===== src/rtl/i2s_pkg.sv =====
// Shared state encoding and serial-mode constants for the I2S/TDM clocking blocks.
package i2s_pkg;

    typedef enum logic [1:0] {
        ST_IDLE = 2'd0,
        ST_RUN  = 2'd1,
        ST_STOP = 2'd2
    } state_t;

    localparam logic MODE_I2S = 1'b0;
    localparam logic MODE_TDM = 1'b1;

endpackage


===== src/rtl/i2s_bclk_counter.sv =====
// Half-period counter: tick_c fires every factor+1 cycles while run is high.
module i2s_bclk_counter
    import i2s_pkg::*;
#(
    parameter int unsigned FACTOR_W = 5
) (
    input  logic                clk,
    input  logic                rst,
    input  logic                run,
    input  logic [FACTOR_W-1:0] factor,
    output logic                tick_c
);

    logic [FACTOR_W-1:0] cnt;

    assign tick_c = run && (cnt == factor);

    // Count up to factor and restart; held at zero while idle so the first half-period is exact.
    always_ff @(posedge clk or posedge rst) begin
        if (rst) begin
            cnt <= '0;
        end else if (!run || tick_c) begin
            cnt <= '0;
        end else begin
            cnt <= cnt + FACTOR_W'(1);
        end
    end

endmodule


===== src/rtl/i2s_tdm_clock_divider.sv =====
// Generates bclk/lrck plus bit and frame timing for I2S or TDM serial audio from mclki.
module i2s_tdm_clock_divider
    import i2s_pkg::*;
#(
    parameter int unsigned FACTOR_W = 5,
    parameter int unsigned WIDTH_W  = 6,
    parameter int unsigned CH_W     = 4
) (
    input  logic                mclki,
    input  logic                rst,
    input  logic                enable,
    input  logic [FACTOR_W-1:0] bclk_factor,
    input  logic [WIDTH_W-1:0]  word_width,
    input  logic [CH_W-1:0]     ch_count,
    input  logic                tdm_mode,
    output logic                bclk,
    output logic                lrck,
    output logic                bit_strobe,
    output logic                frame_start,
    output logic [CH_W-1:0]     slot_idx,
    output logic [WIDTH_W-1:0]  bit_idx,
    output logic                busy
);

    state_t              state;
    logic [FACTOR_W-1:0] sh_factor;
    logic [WIDTH_W-1:0]  sh_width;
    logic [CH_W-1:0]     sh_ch_count;
    logic                sh_tdm;

    logic                run_c;
    logic                tick_c;
    logic                fall_c;
    logic                frame_end_c;
    logic                finish_c;
    logic                latch_c;
    logic [WIDTH_W-1:0]  in_width_c;
    logic [WIDTH_W-1:0]  nxt_bit_c;
    logic [CH_W-1:0]     nxt_slot_c;
    logic                nxt_lrck_c;

    // Word-select level for a given position: TDM sync pulse or I2S left/right half.
    function automatic logic lrck_for(input logic tdm, input logic [CH_W-1:0] slot,
                                      input logic [WIDTH_W-1:0] bit_n, input logic [CH_W-1:0] chc);
        logic [CH_W:0] half;
        half = ({1'b0, chc} + (CH_W+1)'(1)) >> 1;
        if (tdm == MODE_TDM) begin
            return (slot == '0) && (bit_n == '0);
        end
        return {1'b0, slot} >= half;
    endfunction

    i2s_bclk_counter #(
        .FACTOR_W (FACTOR_W)
    ) u_bclk_counter (
        .clk    (mclki),
        .rst    (rst),
        .run    (run_c),
        .factor (sh_factor),
        .tick_c (tick_c)
    );

    // Bit/slot advance, frame boundary and stop detection for the upcoming bclk fall.
    always_comb begin
        run_c       = (state != ST_IDLE);
        fall_c      = tick_c && bclk;
        in_width_c  = (word_width < WIDTH_W'(2)) ? WIDTH_W'(2) : word_width;
        frame_end_c = (bit_idx == sh_width - WIDTH_W'(1)) && (slot_idx == sh_ch_count);
        nxt_bit_c   = bit_idx + WIDTH_W'(1);
        nxt_slot_c  = slot_idx;
        if (bit_idx == sh_width - WIDTH_W'(1)) begin
            nxt_bit_c  = '0;
            nxt_slot_c = (slot_idx == sh_ch_count) ? '0 : slot_idx + CH_W'(1);
        end
        finish_c    = (state == ST_STOP) && !enable && fall_c && frame_end_c;
        latch_c     = ((state == ST_IDLE) && enable) || (fall_c && frame_end_c && !finish_c);
        nxt_lrck_c  = frame_end_c ? lrck_for(tdm_mode, '0, '0, ch_count)
                                  : lrck_for(sh_tdm, nxt_slot_c, nxt_bit_c, sh_ch_count);
    end

    // Shadow configuration is captured only at start and at frame boundaries.
    always_ff @(posedge mclki or posedge rst) begin
        if (rst) begin
            sh_factor   <= '0;
            sh_width    <= '0;
            sh_ch_count <= '0;
            sh_tdm      <= 1'b0;
        end else if (latch_c) begin
            sh_factor   <= bclk_factor;
            sh_width    <= in_width_c;
            sh_ch_count <= ch_count;
            sh_tdm      <= tdm_mode;
        end
    end

    // Control FSM with registered clock, strobe and index outputs.
    always_ff @(posedge mclki or posedge rst) begin
        if (rst) begin
            state       <= ST_IDLE;
            bclk        <= 1'b0;
            lrck        <= 1'b0;
            bit_strobe  <= 1'b0;
            frame_start <= 1'b0;
            slot_idx    <= '0;
            bit_idx     <= '0;
            busy        <= 1'b0;
        end else begin
            bit_strobe  <= 1'b0;
            frame_start <= 1'b0;
            case (state)
                ST_IDLE: begin
                    if (enable) begin
                        state       <= ST_RUN;
                        busy        <= 1'b1;
                        bit_strobe  <= 1'b1;
                        frame_start <= 1'b1;
                        bclk        <= 1'b0;
                        slot_idx    <= '0;
                        bit_idx     <= '0;
                        lrck        <= lrck_for(tdm_mode, '0, '0, ch_count);
                    end
                end
                ST_RUN, ST_STOP: begin
                    if ((state == ST_RUN) && !enable) begin
                        state <= ST_STOP;
                    end else if ((state == ST_STOP) && enable) begin
                        state <= ST_RUN;
                    end
                    if (tick_c && !bclk) begin
                        bclk <= 1'b1;
                    end else if (finish_c) begin
                        state    <= ST_IDLE;
                        busy     <= 1'b0;
                        bclk     <= 1'b0;
                        lrck     <= 1'b0;
                        slot_idx <= '0;
                        bit_idx  <= '0;
                    end else if (fall_c) begin
                        bclk        <= 1'b0;
                        bit_strobe  <= 1'b1;
                        frame_start <= frame_end_c;
                        bit_idx     <= nxt_bit_c;
                        slot_idx    <= nxt_slot_c;
                        lrck        <= nxt_lrck_c;
                    end
                end
                default: begin
                    state <= ST_IDLE;
                    busy  <= 1'b0;
                end
            endcase
        end
    end

endmodule


===== config.mk =====
export PLATFORM = sky130hd
export DESIGN_NAME = i2s_tdm_clock_divider
export DESIGN_NICKNAME = d
export VERILOG_FILES = /design/src/rtl/i2s_pkg.sv /design/src/rtl/i2s_bclk_counter.sv /design/src/rtl/i2s_tdm_clock_divider.sv
export SDC_FILE = /design/constraint.sdc
export NUM_CORES = 1
export LEC_CHECK = 0
export BUFFER_PORTS_ARGS = -buffer_cell sky130_fd_sc_hd__buf_2
export CORE_MARGIN = 2
export CORE_UTILIZATION = 55
export DETAILED_ROUTE_END_ITERATION = 7
export PLACE_DENSITY = 0.77
export SETUP_SLACK_MARGIN = 0.05
export SYNTH_ARGS = -nofsm -noshare
export SYNTH_HDL_FRONTEND = slang
export SYNTH_SLANG_ARGS = --single-unit

===== constraint.sdc =====
create_clock -name mclki -period 5.4 [get_ports mclki]
set_input_delay 0.54 -clock mclki [delete_from_list [all_inputs] [get_ports mclki]]
set_output_delay 0.54 -clock mclki [all_outputs]
set_load 0.05 [all_outputs]

# Yosys cells after proc, flatten, opt, wreduce, memory -nomap -nowiden
# Index checks and enable logic that the tools add are counted.
# totals
in_bits,19
elab_cells,114
out_inout_bits,15
ff_bits,38
# op_classes
n_addsub,6
muxes,54
magnitude_cmp,3
n_reduce_logical,28
eq_ne,10
# op_table
operator,n
$mux W6,6
$mux W1,28
$mux W4,6
$logic_and A1 B1 Y1,13
$pmux W6 S2,1
$add A4 B1 Y5 const B,2
$mux W2,5
$pmux W1 S2,5
$pmux W4 S2,1
$add A6 B1 Y6 const B,1
$eq A6 B6 Y1,1
$logic_not A6 Y1,1
$lt A6 B2 Y1 const B,1
$ne A2 B2 Y1 const B,3
$reduce_and A3 Y1,2
$sub A6 B1 Y6 const B,1
$add A5 B1 Y5 const B,1
$eq A5 B5 Y1,1
$mux W5,1
$add A4 B1 Y4 const B,1
$eq A4 B4 Y1,1
$ge A1 B4 Y1 const A,1
$ge A4 B4 Y1,1
$logic_not A1 Y1,4
other kinds (11),13

# Longest topological paths before layout
# Gate-level depths: netlist of run 1.
# depth
word_depth,12
depth_mapped,16
mapped_depth_nobuf,15

# Cells and area by module
# From an unflattened synthesis of run 1, not the netlist that was laid out.
# hier_totals
hier_cells,243
hier_area_um2,2493.6
# by_module_without_submodules
mod,cells_each,n_inst,area_each_um2,seq_area_each_um2
i2s_tdm_clock_divider,214,1,2198.4,825.8
i2s_bclk_counter,29,1,295.3,125.1

# Worst setup path after synthesis of run 1
# OpenSTA, ideal clock, no wires.
# synth_timing
kind,reg-to-reg
startpoint,register bit_idx[2]
endpoint,register lrck
path_stages_with_launch,17
required_time_ps,5278
path_buffers,2
t_arrival_ps,3506
path_slack_ps,1773
setup_time_ps,122
cell_sequence,dfrtp_1 clkbuf_1 nor2b_1 or3_2 a31oi_1 nand2_1 buf_2 nor2_1 mux2i_1 ha_1 nand2b_1 a21o_1 a21o_1 a21oi_1 nor2_1 a21o_1 a32o_1
# synth_via
elab_chain_len,11
# synth_lines
item,line,text
start: declaration,i2s_tdm_clock_divider.sv:21,"output logic [WIDTH_W-1:0] bit_idx,"
start signal: assignment,i2s_tdm_clock_divider.sv:142,bit_idx <= nxt_bit_c;
$add A6 B1 Y6 / $eq A6 B6 Y1 (equally long branches),"i2s_tdm_clock_divider.sv:69, i2s_tdm_clock_divider.sv:68, i2s_tdm_clock_divider.sv:71",
$mux W6 / $mux W4 (equally long branches),i2s_tdm_clock_divider.sv:71,if (bit_idx == sh_width - WIDTH_W'(1)) begin
$logic_not A6 Y1 / $logic_not A4 Y1 (equally long branches),i2s_tdm_clock_divider.sv:48,return (slot == '0) && (bit_n == '0);
$logic_and A1 B1 Y1,i2s_tdm_clock_divider.sv:48,
$mux W1,i2s_tdm_clock_divider.sv:47,if (tdm == MODE_TDM) begin
$mux W1,i2s_tdm_clock_divider.sv:50,"return {1'b0, slot} >= half;"
$mux W1,i2s_tdm_clock_divider.sv:77,"nxt_lrck_c = frame_end_c ? lrck_for(tdm_mode, '0, '0, ch_count)"
$mux W1,i2s_tdm_clock_divider.sv:138,end else if (fall_c) begin
$mux W1,i2s_tdm_clock_divider.sv:131,end else if (finish_c) begin
$mux W1,i2s_tdm_clock_divider.sv:129,if (tick_c && !bclk) begin
$pmux W1 S2,i2s_tdm_clock_divider.sv:110,case (state)
end signal: assignment,i2s_tdm_clock_divider.sv:120,"lrck <= lrck_for(tdm_mode, '0, '0, ch_count);"
end signal: assignment,i2s_tdm_clock_divider.sv:144,lrck <= nxt_lrck_c;
end: declaration,i2s_tdm_clock_divider.sv:17,"output logic lrck,"
# Several ways; a longest one is shown, not always the timed one. The select of a mux whose other input is x is not followed.
# A chain may end at the register's enable or synchronous reset.

# Worst setup path after layout of run 1
# layout_timing
startpoint,register sh_width[1]
endpoint,register lrck
# layout_via
elab_chain_len,12
# layout_lines
item,line,text
start: declaration,i2s_tdm_clock_divider.sv:27,logic [WIDTH_W-1:0] sh_width;
start signal: assignment,i2s_tdm_clock_divider.sv:90,sh_width <= in_width_c;
$sub A6 B1 Y6 (*),"i2s_tdm_clock_divider.sv:68, i2s_tdm_clock_divider.sv:71",
$eq A6 B6 Y1 (*),"i2s_tdm_clock_divider.sv:68, i2s_tdm_clock_divider.sv:71",
"parallel branches: the longest is 10 deep, another holds $ge A4 B4 Y1",n/a,
# Mark *: on every way between the ends. The select of a mux whose other input is x is not followed.

==> results_dict.tcl, run 1 <==
set metrics [dict create \
    status "completed" \
    clock.fmax_ghz 0.258 \
    drc 0 \
    antennaDiodeCount 0 \
    worst_pin_slew_ps 930 \
    path_clk_slew_ps 80 \
    min_period_ps 3870 \
    skew_ps 6.15 \
    io_pins 34 \
    rsz0062_at_grt "no" \
    worst_ep_required_time_ps 5580 \
    core_area_um2 4380 \
    hold_viol_final 0 \
    drt_first_pass_iters 4 \
    grt_pass1_vias 1995 \
    cp_max_fo 11 \
    layout-drive-gt1-share_pct 22.4 \
    synth_area_leaders "dfrtp_1 (38%), ha_1 (7.0%), nor2_1 (4.2%)" \
    grt_usage_pct 22.5 \
    path_class "reg -> reg" \
    syn2layout_area_growth_pct 12.5 \
    max-slew-margin-rel_pct 37.5 \
    globalplace.congestion 0.875 \
    cap_violations 0 \
    io_buffers 33 \
    synthesis.area_um2 2510 \
    startpoint_type "flop" \
    max-vdd-ir-drop_mv 0.408 \
    postLayoutCellArea_um2 2830 \
    regArea_um2 951 \
    syn_inst 264 \
    antenna_found_initial 0 \
    min_path_type "in -> async" \
    synthArstFlopShare_pct 100 \
    routed_wirelength_mm 5.14 \
    grt_pass1_wl_mm 9.03 \
    globalRoute.totalOverflow 0 \
    syn_nets 297 \
    cts_setup_buffers 0 \
    viasPerCell 5.83 \
    core.rowCount 24 \
    finalSetupViolations 0 \
    die_h_um 71.6 \
    p_leak_nw 1.34 \
    dpl_cell_area_um2 2680 \
    yosys_register_bits 38 \
    synth_largest_area_cell "dfrtp_1" \
    initial_core_util_pct 57.3 \
    dr_total_vias 2022 \
    cellPowerDensity_nw_per_um2 635 \
    mostFrequentLayoutCells "dfrtp_1 (38), buf_2 (33), nor2_1 (28)" \
    synthDistinctLibCells 49 \
    drv_slew 0 \
    ys_seq_area_share_pct 37.9 \
    layout_commonest_cell "dfrtp_1" \
    wire_per_inst_um 14.8 \
    drtAntennaViolNets 0 \
    period_share_pct 71.7 \
    syn_area_per_cell_um2 9.51 \
    cts-root-buf "clkbuf_8" \
    tns_ps 0 \
    synth_top_cell_area_share_pct 37.9 \
    synthFlopType "dfrtp_1" \
    cts_tree "yes" \
    cts.path.max_buffers 2 \
    endpoint_kind "flop" \
    hpwlAfterDp_mm 3.78 \
    cts.sinks 38 \
    cts_resized 0 \
    grt_max_degree 39 \
    nFillCells 384 \
    cts_buffers 5 \
    cp.arrival_ps 4060 \
    hold_buffers 0 \
    htree_levels 2 \
    final_nets 327 \
    clk_latency_ps 300 \
    multiInputGateArea_um2 1440 \
    drtIter0Drc 123 \
    yosysWarningCount 0 \
    synth-edff-count 0 \
    die_w_um 71.6 \
    die_area_um2 5120 \
]
## power by group
group | total (mW) | switching, mW | internal (mW)
Clock | 0.305 | 0.108 | 0.197
Sequential | 0.518 | 0.125 | 0.393
Combinational | 0.970 | 0.568 | 0.403
## critical path, cell delays in order (launching register included)
cell       delay [ps]
dfrtp_1           410
or4_1             550
or3_4             350
a2111oi_4         460
nand2_1           310
nor2_1            220
mux2i_1           110
ha_1              300
nand2b_1          140
a21o_1            170
a21o_1            160
a21oi_1           130
nor2_1             50
a21o_1            150
a32o_1            240
## area by class of cell
cell class | instances | share of cell area, %
multi-input cells | 200 | 50.9
flip-flops and latches | 38 | 33.7
repair buffers | 34 | 6.11
clock buffers | 6 | 2.92
well taps | 52 | 2.30
clock inverters | 2 | 2.13
inverters | 15 | 1.99
## layer usage
metal / wire [um] / GRT usage, %
met1: 2360 / 29.4
met2: 2550 / 37.4
met3: 175 / 5.06
met4: 59 / 6.71
met5: 0 / 0
## cells by family after synthesis
kind of cell,synth area share (%)
simple gates,18.3
compound gates,16.3
buf+inv,4.88
fa+ha+maj,6.98
mux,7.97
flops,37.9
xor+xnor,7.67
## cell usage after synthesis (5+ instances only)
cell type  number
nand2_1        18
xnor2_1        10
mux2_4          6
clkbuf_1        8
nor2_1         28
dfrtp_1        38
ha_1           14
o31ai_1         5
o21ai_0        18
inv_1          15
a21oi_1        12
nand3_1        13
xor2_1         12
nor3_1          5
mux2_2          8
## worst paths after layout
path,end,startpoint,cells past startpoint,slack (ps)
max reg2reg,lrck,sh_width[1],14,1530
min reg2reg,u_bclk_counter.cnt[0],u_bclk_counter.cnt[0],1,520
min,sh_width[1],rst,3,340
max in group asynchronous,sh_ch_count[2],rst,3,4730
min in group mclki,sh_factor[3],bclk_factor[3],2,470
max,lrck,sh_width[1],14,1530
## metrics by stage
| step | hold slack, ps | worst slack, ps | utilization [%] | power, mW | cells |
|---|---|---|---|---|---|
| after floorplan | 467 | 1770 | - | 1.31 | 264 |
| after global placement | 489 | 1660 | 61.2 | 1.46 | 339 |
| after detailed placement | 512 | 1540 | 61.2 | 1.49 | 339 |
| after CTS | 357 | 1530 | 64.4 | 1.80 | 347 |
| after global routing | 396 | 1260 | 64.4 | 1.94 | 347 |
| final | 341 | 1530 | 64.4 | 1.79 | 347 |
## flip-flops by register name, summed over array words and instances (netlist names)
name / flops
bit_strobe: 1
slot_idx: 4
frame_start: 1
bclk: 1
u_bclk_counter.cnt: 5
sh_ch_count: 4
state: 2
sh_tdm: 1
sh_width: 6
sh_factor: 5
bit_idx: 6
lrck: 1
busy: 1
No activity file was read; power rests on OpenSTA's default activity.
==> run 2, diff against run 1 <==
--- a/config.mk
+++ b/config.mk
@@ -7,9 +7,9 @@
 export LEC_CHECK = 0
 export BUFFER_PORTS_ARGS = -buffer_cell sky130_fd_sc_hd__buf_2
 export CORE_MARGIN = 2
-export CORE_UTILIZATION = 55
+export CORE_UTILIZATION = 52
 export DETAILED_ROUTE_END_ITERATION = 7
-export PLACE_DENSITY = 0.77
+export PLACE_DENSITY = 0.76
 export SETUP_SLACK_MARGIN = 0.05
 export SYNTH_ARGS = -nofsm -noshare
 export SYNTH_HDL_FRONTEND = slang
==> constraint.sdc (replaced) <==
create_clock -name mclki -period 3.3 [get_ports mclki]
set_input_delay 0.33 -clock mclki [delete_from_list [all_inputs] [get_ports mclki]]
set_output_delay 0.33 -clock mclki [all_outputs]
set_load 0.05 [all_outputs]
==> run 2 against run 1 <==
The flow now finishes with violations (setup timing). Utilization decreased by 0.20 points. Non-clock buffer count increased by 23. Cell count increased by 7.2%. Design area increased by 6.7%.
==> results_dict.tcl, run 2 (synthesis gave the netlist of run 1 again) <==
set metrics [dict create \
    grt_pass1_wl_mm 9.44 \
    skew_ps 8.27 \
    mostFrequentLayoutCells "dfrtp_1 (37), buf_2 (33), nor2_1 (27)" \
    endpoint_kind "flop" \
    r2r-end "lrck" \
    max-vdd-ir-drop_mv 0.956 \
    worst_pin_slew_ps 1110 \
    cts_buffers 5 \
    clk_latency_ps 310 \
    layout-drive-gt1-share_pct 30.2 \
    grt_max_degree 31 \
    r2r_start "sh_width[3]" \
    die_h_um 73.5 \
    reg_top3 "bit_idx: 6 flops, sh_width: 6 flops" \
    antennaDiodeCount 0 \
    status "finished with violations" \
    drv_slew 0 \
    cellPowerDensity_nw_per_um2 1030 \
    grt_pass1_vias 1984 \
    cp_max_fo 7 \
    core_area_um2 4690 \
    p_leak_nw 1.44 \
    nFillCells 394 \
    period_share_pct 104 \
    multiInputGateArea_um2 1470 \
    globalplace.congestion 0.873 \
    cts_tree "yes" \
    die_w_um 73.5 \
    post-place-ws_ps -226 \
    syn2layout_area_growth_pct 20.0 \
    globalRoute.totalOverflow 0 \
    min_path_type "in -> reg" \
    clock.fmax_ghz 0.292 \
    drt_first_pass_iters 4 \
    finalSetupViolations 1 \
    hold_slack_ps 255 \
    critPathLaunch "sh_width[3]" \
    wire_per_inst_um 15.2 \
    drtAntennaViolNets 0 \
    hold_viol_final 0 \
    min_period_ps 3420 \
    cts-root-buf "clkbuf_8" \
    htree_levels 2 \
    core.rowCount 25 \
    antenna_found_initial 0 \
    worst_ep_required_time_ps 3500 \
    p_total_mw 3.10 \
    io_buffers 33 \
    drtIter0Drc 204 \
    drc 0 \
    hold_buffers 0 \
    rsz0062_at_grt "yes" \
    critPathCapture "lrck" \
    cap_violations 0 \
    violations "setup timing" \
    cp.arrival_ps 3630 \
    dr_total_vias 2137 \
    cts.path.max_buffers 2 \
    final_nets 350 \
    r2r_slack_ps -120 \
    path_clk_slew_ps 80 \
    viasPerCell 5.74 \
    startpoint_type "flop" \
    cts.sinks 38 \
    initial_core_util_pct 53.5 \
    max-slew-margin-rel_pct 26.2 \
    routed_wirelength_mm 5.65 \
    die_area_um2 5400 \
    hpwlAfterDp_mm 4.00 \
    worst_slack_ps -125 \
    path_class "reg -> reg" \
    regArea_um2 952 \
    layout_commonest_cell "dfrtp_1" \
    ff2ff_path_depth 14 \
    grt_usage_pct 22.8 \
    io_pins 34 \
]
[run 2: worst min-delay path by stage]
stage / slack, ps / startpoint / cells after the start / endpoint
floorplan: 470 / u_bclk_counter.cnt[0] / 1 / u_bclk_counter.cnt[0]
global placement: 490 / u_bclk_counter.cnt[0] / 1 / u_bclk_counter.cnt[0]
detailed placement: 510 / u_bclk_counter.cnt[0] / 1 / u_bclk_counter.cnt[0]
CTS: 250 / bclk_factor[0] / 2 / sh_factor[0]
global route: 250 / bclk_factor[0] / 2 / sh_factor[0]
finish: 260 / bclk_factor[1] / 2 / sh_factor[1]
[run 2: layout make-up]
type                            instances  area share [%]
Multi-Input combinational cell        200            48.7
Sequential cell                        38            31.6
Timing Repair Buffer                   57            11.9
Clock buffer                            5            2.28
Tap cell                               54            2.24
Inverter                               15            1.87
Clock inverter                          3            1.49
[run 2: power breakdown]
part,internal [mW],switching [mW]
clock,0.225,0.186
sequential,0.644,0.171
combinational,0.830,1.05
[run 2: metrics by stage]
step / std cells / utilization, % / TNS (ps) / cell area [um2]
after floorplan: 264 / - / -176 / 2530
after global placement: 359 / 60.6 / -80.2 / 2840
after detailed placement: 359 / 60.6 / -226 / 2840
after CTS: 371 / 64.1 / -133 / 3010
after global routing: 372 / 64.2 / -266 / 3010
final: 372 / 64.2 / -125 / 3010
[run 2: critical path, cell delays in order, from the launching register on]
cell and delay, ps:
dfrtp_1 390, or4_4 540, or3_4 350, a2111oi_4 330
nand2_2 190, nor2_4 150, mux2i_2 90, ha_1 310
nand2b_4 150, a21o_1 150, a21o_1 150, a21oi_1 110
nor2_1 60, a21o_1 150, a32o_1 210
[run 2: layer usage]
| metal | wire, um | track usage (%) | part of all wire [%] |
|---|---|---|---|
| met2 | 2650 | 35.1 | 47 |
| met1 | 2440 | 31.4 | 43 |
| met5 | 0 | 0 | 0 |
| met4 | 121 | 9.09 | 2.1 |
| met3 | 435 | 4.80 | 7.7 |
[run 2: what timing repair did]
| item | 4_1_cts | 5_1_grt |
|---|---|---|
| resized for setup | 5 | 0 |
| buffers inserted | 4 | 1 |
| endpoints found under the setup margin | 1 | 1 |
| pin swaps | 4 | 2 |
